File: config.mk
export PLATFORM = sky130hd
export DESIGN_NAME = ddr_wr_burst_engine
export DESIGN_NICKNAME = d
export VERILOG_FILES = /design/src/rtl/ddr_wr_burst_engine.sv
export SDC_FILE = /design/constraint.sdc
export NUM_CORES = 1
export LEC_CHECK = 0
export ABC_AREA = 0
export BUFFER_PORTS_ARGS = -buffer_cell sky130_fd_sc_hd__buf_4
export CAP_MARGIN = 30
export CORE_AREA = 2 2 262 264
export DETAILED_ROUTE_END_ITERATION = 7
export DIE_AREA = 0 0 264 266
export SLEW_MARGIN = 20
export SYNTH_ARGS = -nofsm -noshare
export SYNTH_HDL_FRONTEND = slang
export SYNTH_SLANG_ARGS = --single-unit
File: constraint.sdc
create_clock -name clk -period 3.27 [get_ports clk]
set_input_delay 0.1635 -clock clk [delete_from_list [all_inputs] [get_ports clk]]
set_output_delay 0.1635 -clock clk [all_outputs]
set_load 0.02 [all_outputs]
File: src/rtl/ddr_wr_burst_engine.sv
// rtl/ddr_wr_burst_engine.sv - splits a beat-count write request into 4 KB-safe AXI4 INCR bursts
// fed from a first-word-fall-through FIFO.
module ddr_wr_burst_engine #(
  parameter int ADDR_WIDTH = 30,
  parameter int NUM_WIDTH  = 16,
  parameter int DATA_WIDTH = 256,
  parameter int MAX_BURST  = 16
) (
  input  logic                    clk,
  input  logic                    rst,
  input  logic                    addr_valid,
  input  logic [ADDR_WIDTH-1:0]   ddr_addr,
  input  logic [NUM_WIDTH-1:0]    ddr_num,
  output logic                    ddr_done,
  output logic                    busy,
  output logic                    err,
  input  logic [DATA_WIDTH-1:0]   fifo_dout,
  input  logic [NUM_WIDTH-1:0]    fifo_count,
  output logic                    fifo_rd_en,
  output logic [ADDR_WIDTH-1:0]   awaddr,
  output logic [7:0]              awlen,
  output logic [2:0]              awsize,
  output logic [1:0]              awburst,
  output logic                    awvalid,
  input  logic                    awready,
  output logic [DATA_WIDTH-1:0]   wdata,
  output logic [DATA_WIDTH/8-1:0] wstrb,
  output logic                    wlast,
  output logic                    wvalid,
  input  logic                    wready,
  input  logic [1:0]              bresp,
  input  logic                    bvalid,
  output logic                    bready
);

  typedef enum logic [2:0] {IDLE, CALC, ADDR, WAIT_DATA, DATA, RESP, DONE} state_t;

  state_t                state;
  logic [ADDR_WIDTH-1:0] cur_addr;
  logic [NUM_WIDTH-1:0]  remain;
  logic [NUM_WIDTH-1:0]  blen;
  logic [NUM_WIDTH-1:0]  beat_cnt;
  logic [NUM_WIDTH-1:0]  room;
  logic [NUM_WIDTH-1:0]  blen_calc;

  // cur_addr is always 32-byte aligned here, so beats left in the 4 KB page = 128 - addr[11:5].
  always_comb begin
    room      = NUM_WIDTH'(9'd128 - {2'b00, cur_addr[11:5]});
    blen_calc = remain;
    if (NUM_WIDTH'(MAX_BURST) < blen_calc) blen_calc = NUM_WIDTH'(MAX_BURST);
    if (room < blen_calc) blen_calc = room;
  end

  assign awsize     = 3'b101;
  assign awburst    = 2'b01;
  assign wstrb      = '1;
  // wdata is a straight wire from the FWFT head so each pop exposes the next beat immediately.
  assign wdata      = fifo_dout;
  assign fifo_rd_en = wvalid & wready & ~rst;

  always_ff @(posedge clk) begin
    if (rst) begin
      state    <= IDLE;
      cur_addr <= '0;
      remain   <= '0;
      blen     <= '0;
      beat_cnt <= '0;
      awaddr   <= '0;
      awlen    <= '0;
      awvalid  <= 1'b0;
      wvalid   <= 1'b0;
      wlast    <= 1'b0;
      bready   <= 1'b0;
      ddr_done <= 1'b0;
      busy     <= 1'b0;
      err      <= 1'b0;
    end else begin
      case (state)
        IDLE: begin
          ddr_done <= 1'b0;
          if (addr_valid) begin
            cur_addr <= ddr_addr;
            remain   <= ddr_num;
            busy     <= 1'b1;
            if (ddr_addr[4:0] != 5'd0) begin
              err      <= 1'b1;
              ddr_done <= 1'b1;
              state    <= DONE;
            end else begin
              state <= CALC;
            end
          end
        end
        CALC: begin
          if (remain == '0) begin
            ddr_done <= 1'b1;
            state    <= DONE;
          end else begin
            blen    <= blen_calc;
            awaddr  <= cur_addr;
            awlen   <= 8'(blen_calc - NUM_WIDTH'(1));
            awvalid <= 1'b1;
            state   <= ADDR;
          end
        end
        ADDR: begin
          if (awready) begin
            awvalid <= 1'b0;
            state   <= WAIT_DATA;
          end
        end
        WAIT_DATA: begin
          // Whole burst must be buffered so wvalid never gaps mid-burst.
          if (fifo_count >= blen) begin
            wvalid   <= 1'b1;
            wlast    <= (blen == NUM_WIDTH'(1));
            beat_cnt <= '0;
            state    <= DATA;
          end
        end
        DATA: begin
          if (wready) begin
            if (wlast) begin
              wvalid   <= 1'b0;
              wlast    <= 1'b0;
              bready   <= 1'b1;
              beat_cnt <= '0;
              state    <= RESP;
            end else begin
              beat_cnt <= beat_cnt + NUM_WIDTH'(1);
              wlast    <= (beat_cnt + NUM_WIDTH'(2) == blen);
            end
          end
        end
        RESP: begin
          if (bvalid) begin
            bready   <= 1'b0;
            if (bresp != 2'b00) err <= 1'b1;
            cur_addr <= cur_addr + (ADDR_WIDTH'(blen) << 5);
            remain   <= remain - blen;
            state    <= CALC;
          end
        end
        DONE: begin
          ddr_done <= 1'b0;
          busy     <= 1'b0;
          state    <= IDLE;
        end
        default: state <= IDLE;
      endcase
    end
  end

endmodule

# Yosys cells after proc, flatten, opt, wreduce, memory -nomap -nowiden
# Cells that the tools add are included.
dict set report totals {
  elab_cells 112
  inputBits 326
  reg_bits 126
  output_inout_bits 339
}
dict set report classes {
  order_cmp 3
  muxes 47
  bitwise 4
  eq_ne 18
  reduce_logical 20
  addsub 6
}
# operator n
set op_table {}
lappend op_table {{$mux 16} 7}
lappend op_table {{$pmux 16 s2} 2}
lappend op_table {{$mux 30} 2}
lappend op_table {{$pmux 30 s2} 1}
lappend op_table {{$add 30x21->30} 1}
lappend op_table {{$mux 3} 8}
lappend op_table {{$ne 2x2->1 const B} 10}
lappend op_table {{$mux 1} 19}
lappend op_table {{$pmux 3 s6} 1}
lappend op_table {{$add 16x1->16 const B} 1}
lappend op_table {{$add 16x2->16 const B} 1}
lappend op_table {{$eq 16x1->1 const B} 1}
lappend op_table {{$eq 16x16->1} 1}
lappend op_table {{$ge 16x16->1} 1}
lappend op_table {{$logic_not 16->1} 1}
lappend op_table {{$lt 16x16->1} 1}
lappend op_table {{$lt 5x16->1 const A} 1}
lappend op_table {{$sub 16x16->16} 1}
lappend op_table {{$pmux 1 s2} 6}
lappend op_table {{$reduce_bool 2->1} 6}
lappend op_table {{$eq 3x3->1 const B} 3}
lappend op_table {{$reduce_and 3->1} 3}
lappend op_table {{$sub 8x7->9 const A} 1}
lappend op_table {{$reduce_and 4->1} 2}
lappend op_table {{12 further kinds} 17}

# Depth between registers and ports, before layout
dict set report depth {
  ltp_word 5
  ltp_mapped 18
  ltp_nobuf 18
}

# Least setup slack after synthesis
# No wires, ideal clock.
dict set report synth_path {
  path_kind {register -> register}
  start {reg remain[9]}
  end {reg awlen[6]}
  setup_ns 0.132
  slack_ns -0.222
  required_ns 3.138
  arrival_ns 3.360
  synth_period_minus_slack_ns 3.492
  n_path_buf 1
  stages_incl_launch_ff 18
  cell_sequence {dfxtp_1 nor4_1 and4b_1 buf_1 nand2_1 ha_1 o21ai_0 a31oi_1 o31ai_1 a21oi_1 mux2_2 ha_1 nand3b_1 nor3_1 xnor2_1 mux2i_1 nor2_1 nor3_1}
}
dict set report synth_between {
  elab_chain_len 5
  elab_cells_between_ends 8
}
# item line_no
set synth_rtl {}
lappend synth_rtl {{start, declared} 40} ;# logic [NUM_WIDTH-1:0] remain;
lappend synth_rtl {{start signal, assigned} 83} ;# remain <= ddr_num;
lappend synth_rtl {{start signal, assigned} 140} ;# remain <= remain - blen;
lappend synth_rtl {{$lt 5x16->1} 50} ;# if (NUM_WIDTH'(MAX_BURST) < blen_calc) blen_calc = NUM_WIDTH'(MAX_BURST);
lappend synth_rtl {{$mux 16} 50}
lappend synth_rtl {{$lt 16x16->1} 51} ;# if (room < blen_calc) blen_calc = room;
lappend synth_rtl {{$mux 16} 51}
lappend synth_rtl {{$sub 8x1->8} 101} ;# awlen <= 8'(blen_calc - NUM_WIDTH'(1));
lappend synth_rtl {{end signal, assigned} 101}
lappend synth_rtl {{end, declared} 21} ;# output logic [7:0] awlen,
# Several ways; a longest one is shown, not always the timed one.
# A chain may end at the register's enable or synchronous reset.

# Final worst setup path
dict set report layout_path {
  start {reg cur_addr[6]}
  end {reg awlen[4]}
}
dict set report layout_between {
  elab_chain_len 4
}
# item line_no
set layout_rtl {}
lappend layout_rtl {{start, declared} 39} ;# logic [ADDR_WIDTH-1:0] cur_addr;
lappend layout_rtl {{start signal, assigned} 82} ;# cur_addr <= ddr_addr;
lappend layout_rtl {{start signal, assigned} 139} ;# cur_addr <= cur_addr + (ADDR_WIDTH'(blen) << 5);
lappend layout_rtl {{$sub 8x7->9 *} 48} ;# room = NUM_WIDTH'(9'd128 - {2'b00, cur_addr[11:5]});
lappend layout_rtl {{$lt 16x16->1} 51}
lappend layout_rtl {{$mux 16 *} 51}
lappend layout_rtl {{$sub 8x1->8 *} 101}
# Mark *: on every way between the ends. The rest lies on a longest branch, timed or not.

==> insert_results.sql <==
INSERT INTO impl_metrics (metric_group, metric, value, unit) VALUES
('status', 'status', 'finished, final reports clean', ''),
('clocking', 'cts-root-buf', 'sky130_fd_sc_hd__clkbuf_16', ''),
('run', 'drv.max_cap_violation_count', '0', ''),
('die', 'die_w', '264', 'um'),
('cells_and_area', 'mostFrequentLayoutCell', 'sky130_fd_sc_hd__buf_4', ''),
('cells_and_area', 'final_net_count', '1622', ''),
('timing', 'timing.final.ws_setup', '0.0877', 'ns'),
('route', 'drt_pass1_iterations', '5', ''),
('synthesis', 'ys_top_cells_by_area', 'sky130_fd_sc_hd__dfxtp_1 24%, sky130_fd_sc_hd__buf_4 21%, sky130_fd_sc_hd__ha_1 7.0%, sky130_fd_sc_hd__nand2_1 5.8%, sky130_fd_sc_hd__a21oi_1 4.9%', ''),
('synthesis', 'synth_async_reset_ratio', '0', ''),
('route', 'drt-wirelength-per-cell', '17.7', 'um'),
('global_route', 'grtUsageMet1', '0.135', ''),
('synthesis', 'synth_top_cell_area_share', '0.243', ''),
('timing', 'max_slew_margin', '0.456', ''),
('clocking', 'cts_tree', 'yes', ''),
('power_and_ir_drop', 'total_power', '8630', 'uW'),
('timing', 'final-max-slew-violation-count', '0', ''),
('global_route', 'globalRouteTotalUtil', '0.105', ''),
('cells_and_area', 'drive_above_1_share', '0.198', ''),
('synthesis', 'yosysSeqAreaShare', '0.243', ''),
('timing', 'post-route-min-period', '3.18', 'ns'),
('synthesis', 'netlist.top_cell.by_area', 'sky130_fd_sc_hd__dfxtp_1', ''),
('clocking', 'worst_skew_pair.late_latency', '0.43', 'ns'),
('placement', 'detailed_place_hpwl', '30.0', 'mm'),
('global_route', 'pin_count_of_the_biggest_net_entering_global_routing', '67', ''),
('global_route', 'grt_use_met2', '0.154', ''),
('timing', 'setup_tns', '0', 'ns'),
('die', 'coreArea', '0.0677', 'mm2'),
('global_route', 'grt.met3_usage', '0.0436', ''),
('clocking', 'clk_pin_slew', '0.07', 'ns'),
('die', 'number_of_ports_placed_on_the_die_boundary', '665', ''),
('route', 'routed_wirelength', '37.7', 'mm'),
('route', 'routed_via_density', '4.10', ''),
('global_route', 'antenna_found_initial', '5', ''),
('hold_path', 'worstHoldPathType', 'in2reg', ''),
('timing', 'layout_worst_path_cycle_share', '0.973', ''),
('cells_and_area', 'final_cell_mix', '173 x sky130_fd_sc_hd__buf_4, 160 x sky130_fd_sc_hd__nand2_1, 124 x sky130_fd_sc_hd__dfxtp_1, 99 x sky130_fd_sc_hd__a21oi_1, 84 x sky130_fd_sc_hd__nor2_1', ''),
('synthesis', 'netlist_instances', '1352', ''),
('setup_path', 'arrival', '3.49', 'ns'),
('power_and_ir_drop', 'vdd_drop_max', '0.000400', 'V'),
('timing', 'final_setup_viols', '0', ''),
('power_and_ir_drop', 'total_leakage_power', '0.00430', 'uW'),
('timing', 'worst_clock_skew', '0.0111', 'ns'),
('synthesis', 'ys_ff_latch', '126', ''),
('die', 'fp-row-count', '96', ''),
('die', 'start_util', '0.153', ''),
('die', 'die-area', '0.0702', 'mm2'),
('global_route', 'first_global_vias', '8332', ''),
('route', 'dr.first_iter.drc_count', '705', ''),
('timing', 'timing.final.hold_violations', '0', ''),
('setup_path', 'worstPathRequired', '3.58', 'ns'),
('clocking', 'max-clock-path-buffers', '2', ''),
('global_route', 'wire_length_of_the_first_global_routing_pass', '54.8', 'mm'),
('placement', 'port-buffer-count', '115', ''),
('synthesis', 'syn_area_per_cell', '7.67', 'um2'),
('synthesis', 'post_syn_area', '0.0104', 'mm2'),
('global_route', 'gr-total-overflow', '0', ''),
('power_and_ir_drop', 'power.density', '767', 'mW/mm2'),
('route', 'route.detailed.drc', '0', ''),
('timing', 'rsz0062_at_grt', 'true', ''),
('setup_path', 'worst-path-max-fanout', '5', ''),
('setup_path', 'timing_worst_setup_path_type', 'reg2reg', ''),
('route', 'via_count', '8743', ''),
('setup_path', 'setup.worst_path.end_class', 'register', ''),
('timing', 'hold_ws', '0.0162', 'ns'),
('global_route', 'grt_most_used_layer', 'met2', ''),
('synthesis', 'ys_dominant_reg_cell', 'sky130_fd_sc_hd__dfxtp_1', ''),
('synthesis', 'synth.distinct_cells', '72', ''),
('clocking', 'cts_buffer_count', '17', ''),
('route', 'ant_nets', '0', ''),
('setup_path', 'timing.critical_path.from_type', 'register', ''),
('timing', 'timing.fmax', '314', 'MHz'),
('cells_and_area', 'flow.area_growth_from_synthesis', '8.53', '%'),
('synthesis', 'yosysWarnings', '0', ''),
('placement', 'dp_slack', '-0.0562', 'ns'),
('timing', 'worst_slew_pin_slew', '0.815', 'ns'),
('clocking', 'cts_sinks', '126', ''),
('die', 'die_height', '266', 'um'),
('clocking', 'cts.htree.levels', '4', ''),
('placement', 'gp_congestion', '0.833', ''),
('synthesis', 'synth-edff-count', '0', '');
where the power goes:
group	switching [uW]	internal, uW
Clock	822	1060
Sequential	311	1820
Combinational	2580	2030
cells in the mapped netlist, types with 3 or more instances:
cell,count
sky130_fd_sc_hd__xor2_1,19
sky130_fd_sc_hd__or3_1,12
sky130_fd_sc_hd__a31oi_1,17
sky130_fd_sc_hd__nor3b_1,3
sky130_fd_sc_hd__nor2b_1,10
sky130_fd_sc_hd__clkbuf_1,51
sky130_fd_sc_hd__buf_1,7
sky130_fd_sc_hd__buf_6,3
sky130_fd_sc_hd__a311oi_1,20
sky130_fd_sc_hd__o211a_1,5
sky130_fd_sc_hd__o21ai_0,58
sky130_fd_sc_hd__a211oi_1,24
sky130_fd_sc_hd__ha_1,58
sky130_fd_sc_hd__a22oi_1,3
sky130_fd_sc_hd__and3_1,7
sky130_fd_sc_hd__nand3b_1,10
sky130_fd_sc_hd__xnor2_1,33
sky130_fd_sc_hd__and2_1,7
sky130_fd_sc_hd__nor3_1,40
sky130_fd_sc_hd__o211ai_1,16
sky130_fd_sc_hd__o31ai_1,3
sky130_fd_sc_hd__a2111oi_0,5
sky130_fd_sc_hd__nor2_1,88
sky130_fd_sc_hd__dfxtp_1,126
sky130_fd_sc_hd__a21oi_1,101
sky130_fd_sc_hd__nand4_1,7
sky130_fd_sc_hd__inv_1,32
sky130_fd_sc_hd__o41ai_1,4
sky130_fd_sc_hd__o21bai_1,3
sky130_fd_sc_hd__o21a_1,13
sky130_fd_sc_hd__a21o_1,15
sky130_fd_sc_hd__nor4_1,9
sky130_fd_sc_hd__o31a_1,4
sky130_fd_sc_hd__mux2_2,3
sky130_fd_sc_hd__buf_4,293
sky130_fd_sc_hd__nand3_1,23
sky130_fd_sc_hd__nand2_1,161
sky130_fd_sc_hd__nand2b_1,6
sky130_fd_sc_hd__nand4b_1,5
sky130_fd_sc_hd__mux2i_1,5
metal layers:
layer	wire [um]	vias up
li1	-	4146
met1	16500	4007
met2	16100	481
met3	3790	101
met4	1130	8
met5	133	-
per-stage QoR:
stage,area [um2],util,cells
after CTS,11200,0.165,2126
after global routing,11300,0.166,2131
final,11300,0.166,2132
after floorplan,10500,-,1390
after detailed placement,10500,0.156,2089
after global placement,10500,0.155,2088
sequential cells by signal, indices dropped and copies added (netlist names):
name      count
awaddr       30
cur_addr     30
beat_cnt     16
blen         16
remain       16
awlen         8
state         3
awvalid       1
bready        1
busy          1
ddr_done      1
err           1
wlast         1
wvalid        1
cell type report:
cell class                      count  area, um2
Fill cell                        7780      56500
Multi-Input combinational cell    876       5500
Sequential cell                   126       2520
Timing Repair Buffer              183       1440
Tap cell                          882       1100
Clock buffer                       17        425
Clock inverter                     15        138
Inverter                           32        120
Antenna cell                        1       2.50
path summary, 6_finish.rpt:
path	from	end	slack, ns	depth (start not counted)
worst min-delay path	ddr_num[7]	remain[7]$_SDFFE_PP0P_	0.02	3
worst min register to register	cur_addr[0]$_SDFFE_PP0P_	awaddr[0]$_SDFFE_PP0P_	0.45	2
worst max-delay path	cur_addr[6]$_SDFFE_PP0P_	awlen[4]$_SDFFE_PP0P_	0.09	15
worst max register to register	cur_addr[6]$_SDFFE_PP0P_	awlen[4]$_SDFFE_PP0P_	0.09	15
critical path: stages, from the launching register on:
cell	delay, ns
sky130_fd_sc_hd__dfxtp_1	0.35
sky130_fd_sc_hd__or4_4	0.53
sky130_fd_sc_hd__nor2_2	0.16
sky130_fd_sc_hd__xnor2_2	0.08
sky130_fd_sc_hd__ha_1	0.34
sky130_fd_sc_hd__o211a_1	0.18
sky130_fd_sc_hd__o31ai_2	0.07
sky130_fd_sc_hd__a21oi_2	0.27
sky130_fd_sc_hd__nor2_1	0.09
sky130_fd_sc_hd__a31oi_2	0.19
sky130_fd_sc_hd__ha_2	0.20
sky130_fd_sc_hd__nand3b_1	0.10
sky130_fd_sc_hd__buf_4	0.15
sky130_fd_sc_hd__xnor2_1	0.11
sky130_fd_sc_hd__o211ai_1	0.16
sky130_fd_sc_hd__a21oi_1	0.08
cells by family after synthesis:
family          synth area share
simple gates               0.186
buf+inv                    0.251
compound gates             0.194
flops                      0.243
fa+ha+maj                 0.0738
xor+xnor                  0.0439
mux                      0.00808
other cells             0.000724
repair_timing:
action | 4_1_cts | 5_1_grt
endpoints found under the setup margin | 2 | 4
hold buffers | 5 | 0
pin swaps | 0 | 6
hold endpoints to repair | 5 | 0
buffers inserted | 0 | 5
gates resized for setup | 1 | 14
(Power assumes the default switching activity.)
